**config.mk**
```make
export PLATFORM = sky130hd
export DESIGN_NAME = gba_timer_bank
export DESIGN_NICKNAME = d
export VERILOG_FILES = /design/src/rtl/gba_timer_pkg.sv /design/src/rtl/gba_timer_channel.sv /design/src/rtl/gba_timer_bank.sv
export SDC_FILE = /design/constraint.sdc
export NUM_CORES = 1
export LEC_CHECK = 0
export ABC_AREA = 1
export BUFFER_PORTS_ARGS = -buffer_cell sky130_fd_sc_hd__clkbuf_2
export CAP_MARGIN = 0
export CORE_MARGIN = 4
export CORE_UTILIZATION = 50
export CTS_CLUSTER_DIAMETER = 150
export DETAILED_ROUTE_END_ITERATION = 16
export PLACE_DENSITY = 0.76
export SLEW_MARGIN = 25
export SYNTH_ARGS = -nofsm -noshare
export SYNTH_HDL_FRONTEND = slang
export SYNTH_HIERARCHICAL = 1
export SYNTH_SLANG_ARGS = --single-unit
```
**constraint.sdc**
```tcl
create_clock -name clk_mem -period 4.9 [get_ports clk_mem]
set_clock_uncertainty 0.05 [all_clocks]
set_input_delay 0.245 -clock clk_mem [delete_from_list [all_inputs] [get_ports clk_mem]]
set_output_delay 0.245 -clock clk_mem [all_outputs]
set_load 0.005 [all_outputs]
```
**src/rtl/gba_timer_pkg.sv**
```systemverilog
// Shared constants for the GBA-style timer bank.
// Prescale encodings/limits, control bit positions, divider width helper.
package gba_timer_pkg;

  localparam logic [1:0] PS_1    = 2'd0;
  localparam logic [1:0] PS_64   = 2'd1;
  localparam logic [1:0] PS_256  = 2'd2;
  localparam logic [1:0] PS_1024 = 2'd3;

  localparam logic [9:0] LIM_1    = 10'd0;
  localparam logic [9:0] LIM_64   = 10'd63;
  localparam logic [9:0] LIM_256  = 10'd255;
  localparam logic [9:0] LIM_1024 = 10'd1023;

  localparam int CTRL_CASCADE = 2;
  localparam int CTRL_IRQ     = 6;
  localparam int CTRL_EN      = 7;

  // Only prescale, cascade, irq enable and enable are stored.
  localparam logic [7:0] CTRL_MASK = 8'hC7;

  function automatic logic [9:0] ps_limit(input logic [1:0] ps);
    logic [9:0] lim;
    unique case (ps)
      PS_1:    lim = LIM_1;
      PS_64:   lim = LIM_64;
      PS_256:  lim = LIM_256;
      default: lim = LIM_1024;
    endcase
    return lim;
  endfunction

  function automatic int div_width(input int n);
    return (n > 1) ? $clog2(n) : 1;
  endfunction

endpackage

```
**src/rtl/gba_timer_channel.sv**
```systemverilog
// One timer channel: counter, reload, control, prescaler, overflow.
// Ports: tick/casc_in in, write controls in, ovf_comb/irq/ovf/rd_word out.
module gba_timer_channel
  import gba_timer_pkg::*;
#(
  parameter int CNT_WIDTH = 16,
  parameter bit CASC_OK   = 1'b1
) (
  input  logic        clk_mem,
  input  logic        rst,
  input  logic        tick,
  input  logic        casc_in,
  input  logic        wr,
  input  logic [2:0]  wstrb,
  input  logic [23:0] wdata,
  output logic        ovf_comb,
  output logic        irq,
  output logic        ovf,
  output logic [31:0] rd_word
);

  logic [CNT_WIDTH-1:0] cnt_q, cnt_d;
  logic [CNT_WIDTH-1:0] rld_q, rld_d;
  logic [7:0]           ctrl_q, ctrl_d;
  logic [9:0]           pre_q, pre_d;
  logic                 irq_q, irq_d;
  logic                 ovf_q, ovf_d;

  logic [15:0] rld16;
  logic        wr_hi, start, stop, cascade;
  logic        pre_hit, tick_run, inc;

  always_comb begin
    rld16 = 16'(rld_q);
    if (wr && wstrb[0]) rld16[7:0]  = wdata[7:0];
    if (wr && wstrb[1]) rld16[15:8] = wdata[15:8];
    rld_d = rld16[CNT_WIDTH-1:0];

    wr_hi  = wr && wstrb[2];
    ctrl_d = wr_hi ? (wdata[23:16] & CTRL_MASK) : ctrl_q;
    start  = wr_hi && !ctrl_q[CTRL_EN] && ctrl_d[CTRL_EN];
    // A write that clears enable freezes the counter this very cycle.
    stop   = wr_hi && !ctrl_d[CTRL_EN];

    cascade  = CASC_OK && ctrl_q[CTRL_CASCADE];
    // >= so a prescale change mid-count cannot strand the counter.
    pre_hit  = pre_q >= ps_limit(ctrl_q[1:0]);
    tick_run = ctrl_q[CTRL_EN] && !stop && !cascade && tick;
    inc      = ctrl_q[CTRL_EN] && !stop &&
               (cascade ? casc_in : (tick && pre_hit));
    ovf_comb = inc && (&cnt_q);

    cnt_d = cnt_q;
    pre_d = pre_q;
    if (start) begin
      cnt_d = rld_d;
      pre_d = '0;
    end else begin
      if (tick_run) pre_d = pre_hit ? '0 : pre_q + 10'd1;
      if (inc)      cnt_d = ovf_comb ? rld_d : cnt_q + 1'b1;
    end

    ovf_d = ovf_comb;
    irq_d = ovf_comb && ctrl_q[CTRL_IRQ];
  end

  always_ff @(posedge clk_mem) begin
    if (rst) begin
      cnt_q  <= '0;
      rld_q  <= '0;
      ctrl_q <= '0;
      pre_q  <= '0;
      irq_q  <= 1'b0;
      ovf_q  <= 1'b0;
    end else begin
      cnt_q  <= cnt_d;
      rld_q  <= rld_d;
      ctrl_q <= ctrl_d;
      pre_q  <= pre_d;
      irq_q  <= irq_d;
      ovf_q  <= ovf_d;
    end
  end

  assign irq     = irq_q;
  assign ovf     = ovf_q;
  assign rd_word = {8'h00, ctrl_q, 16'(cnt_q)};

endmodule

```
**src/rtl/gba_timer_bank.sv**
```systemverilog
// Bank of NUM_TIMERS GBA timers: tick divider, write decode, read mux.
// Ports: bus (sel/write/idx/wstrb/wdata/rdata), irq/ovf pulse vectors.
module gba_timer_bank
  import gba_timer_pkg::*;
#(
  parameter int NUM_TIMERS = 4,
  parameter int CNT_WIDTH  = 16,
  parameter int TICK_DIV   = 3
) (
  input  logic                  clk_mem,
  input  logic                  rst,
  input  logic                  sel,
  input  logic                  write,
  input  logic [2:0]            idx,
  input  logic [3:0]            wstrb,
  input  logic [31:0]           wdata,
  output logic [31:0]           rdata,
  output logic [NUM_TIMERS-1:0] irq,
  output logic [NUM_TIMERS-1:0] ovf
);

  localparam int DW = div_width(TICK_DIV);

  logic [DW-1:0] div_q, div_d;
  logic          tick;

  always_comb begin
    tick  = (div_q == DW'(TICK_DIV - 1));
    div_d = tick ? '0 : div_q + 1'b1;
  end

  always_ff @(posedge clk_mem) begin
    if (rst) div_q <= '0;
    else     div_q <= div_d;
  end

  logic [NUM_TIMERS-1:0] wr_vec;
  logic [NUM_TIMERS-1:0] ovf_comb;
  logic [NUM_TIMERS:0]   chain;
  logic [31:0]           rd_arr [NUM_TIMERS];

  // Channel n cascades off channel n-1's same-cycle overflow.
  assign chain = {ovf_comb, 1'b0};

  for (genvar gi = 0; gi < NUM_TIMERS; gi++) begin : g_ch
    assign wr_vec[gi] = sel && write && (idx == 3'(gi));

    gba_timer_channel #(
      .CNT_WIDTH (CNT_WIDTH),
      .CASC_OK   (gi > 0)
    ) u_ch (
      .clk_mem  (clk_mem),
      .rst      (rst),
      .tick     (tick),
      .casc_in  (chain[gi]),
      .wr       (wr_vec[gi]),
      .wstrb    (wstrb[2:0]),
      .wdata    (wdata[23:0]),
      .ovf_comb (ovf_comb[gi]),
      .irq      (irq[gi]),
      .ovf      (ovf[gi]),
      .rd_word  (rd_arr[gi])
    );
  end

  always_comb begin
    rdata = '0;
    for (int i = 0; i < NUM_TIMERS; i++) begin
      if (idx == 3'(i)) rdata = rd_arr[i];
    end
  end

  logic unused_ok;
  assign unused_ok = ^{wdata[31:24], wstrb[3], chain[NUM_TIMERS]};

endmodule
```
==> flow_summary.yaml <==
critical_path:
  crit_start: "g_ch[0].u_ch/ctrl_q[1]"
  worstSetupEndpointType: "register"
  path_max_fanout: 22
  critPathRequiredTime_ns: 5.18
  reg2reg_slack_ns: 0.67
  arrival_ns: 4.52
  critical_path_class: "reg2reg"
  r2r-start: "g_ch[0].u_ch/ctrl_q[1]"
  setup.worst_path.start_class: "register"
  r2r_cells: 24
yosys:
  netlist_area_um2: 12100
  synth.avg_cell_area_um2: 7.05
  synthesis.instances: 1722
  synth_warnings: 6
layout:
  mostFrequentLayoutCell: "nand2_1"
  finalNetCount: 1792
  layout-drive-gt1-share_pct: 13.3
  fin_util_pct: 54.0
  stdcell_area_um2: 12800
  antenna_cells: 0
  fillers: 2330
  final_cell_mix: "nand2_1, nor2_1, dfxtp_1"
  syn2layout_area_growth_pct: 5.34
placement:
  numPortBuffers: 59
  gp_congestion: 0.921
  placed_cell_area_um2: 12200
  place_hpwl_mm: 22.9
grt:
  grt_pass1_vias: 10133
  overflow: 0
  grt_pass1_wl_mm: 51.3
  grt_start_max_net_pins: 83
  grt_usage_pct: 23.8
  antenna_found_initial: 0
route:
  num_vias: 11128
  drcViolationCount: 0
  top_layer: "met4"
  met3WireLength_mm: 2.10
  route.met2.wl_mm: 14.6
  ant_nets: 0
  viasPerCell: 5.40
  routed_wl_mm: 32.1
  drt-initial-drc-count: 1060
  wl_per_cell_um: 15.6
  dr.pass1.iters: 6
  drt-met1-wl_mm: 14.0
min_path:
  min_from: "wdata[22]"
  hold_path_depth: 3
  hp-class: "in2reg"
timing:
  period_minus_slack_ns: 4.23
  post-route-period-util_pct: 86.4
  timing.slew.headroom_pct: 41.5
  finalSetupTns_ns: 0
  worst_slew_pin_slew_ns: 0.877
  setup_viol: 0
  rsz0062_at_grt: "false"
  max_freq_mhz: 236
  maxSlewViolCount: 0
  hold_viol: 0
pwr:
  p_per_area_nw_per_um2: 248
  leakage_nw: 6.21
  max-vdd-ir-drop_mv: 0.144
run_status:
  status: "completed"
die:
  dieArea_um2: 26800
  core_area_um2: 23700
  ios: 83
  die-width_um: 164
  die_h_um: 164
  initial_core_util_pct: 51.3
  placementRows: 56
cts:
  insertion_delay_ns: 0.44
  cts_resized: 0
  cts-root-buf: "clkbuf_16"
  cts_tree: "done"
  clock_path_buffers: 2
  ctsHoldBuffers: 0
  clk_pin_slew_ns: 0.08
  cts_setup_buffers: 0
  cts.htree.levels: 4
  cts.sinks: 198
  cts_buffers: 17
job:
  drv_cap: 0
state kept, by name, indices dropped and copies added, names as in the netlist:
signal	flops
g_ch.u_ch/rld_q	64
g_ch.u_ch/pre_q	40
g_ch.u_ch/ovf	4
g_ch.u_ch/ctrl_q	20
g_ch.u_ch/cnt_q	64
div_q	2
g_ch.u_ch/irq	4
worst max-delay path, cell delays in order (launching register included):
cell and delay (ns):
dfxtp_1 0.51, nand2_1 0.13, ha_1 0.31, nand2_1 0.07, inv_1 0.05, nand2_1 0.07, nor2_2 0.05, a21oi_2 0.14
nand2_2 0.09, nand3_4 0.19, inv_1 0.07, nand3_1 0.13, nand2_2 0.08, nand2_4 0.23, inv_1 0.07, nand3_1 0.15
nand2_2 0.09, nand2_4 0.22, inv_1 0.06, nand3_1 0.19, nand3_2 0.44, inv_1 0.46, nand2_1 0.09, nand3_1 0.10
inv_1 0.06
metrics by stage:
step | power (mW) | cells | hold WS (ns) | setup slack [ns]
6_report | 3.18 | 2060 | 0.103 | 0.665
5_1_grt | 3.29 | 2060 | 0.116 | 0.301
4_1_cts | 3.20 | 2059 | 0.0851 | 0.723
3_5_place_dp | 1.86 | 2027 | 0.370 | 0.703
3_3_place_gp | 1.86 | 2027 | 0.359 | 0.830
2_1_floorplan | 1.83 | 1762 | 0.266 | 1.27
worst paths after layout:
kind | endpoint
worst min register to register | div_q[0]
worst max register to register | g_ch[3].u_ch/cnt_q[3]
worst max-delay path | g_ch[3].u_ch/cnt_q[3]
worst min-delay path | g_ch[2].u_ch/ctrl_q[6]
routing by layer:
metal / global-route usage, % / vias to the layer above
met5: 0 / -
met4: 11.6 / 0
met3: 3.81 / 70
met2: 38.0 / 362
met1: 31.5 / 5127
li1: - / 5569
final cells by class:
| class | instances | area, um^2 | area share (%) |
|---|---|---|---|
| clock buffers | 19 | 443 | 3.46 |
| inverters | 174 | 656 | 5.13 |
| clock inverters | 13 | 115 | 0.900 |
| multi-input cells | 1268 | 6820 | 53.3 |
| repair buffers | 69 | 393 | 3.07 |
| flip-flops and latches | 198 | 3960 | 31.0 |
| well taps | 319 | 399 | 3.12 |
power breakdown:
part / total [mW] / internal (mW) / leakage (nW) / switching (mW)
Sequential: 1.63 / 1.62 / 1.60 / 0.00896
Combinational: 0.203 / 0.0502 / 4.34 / 0.152
Clock: 1.34 / 0.681 / 0.270 / 0.663
Note: power is estimated with default switching activity, not from simulation.
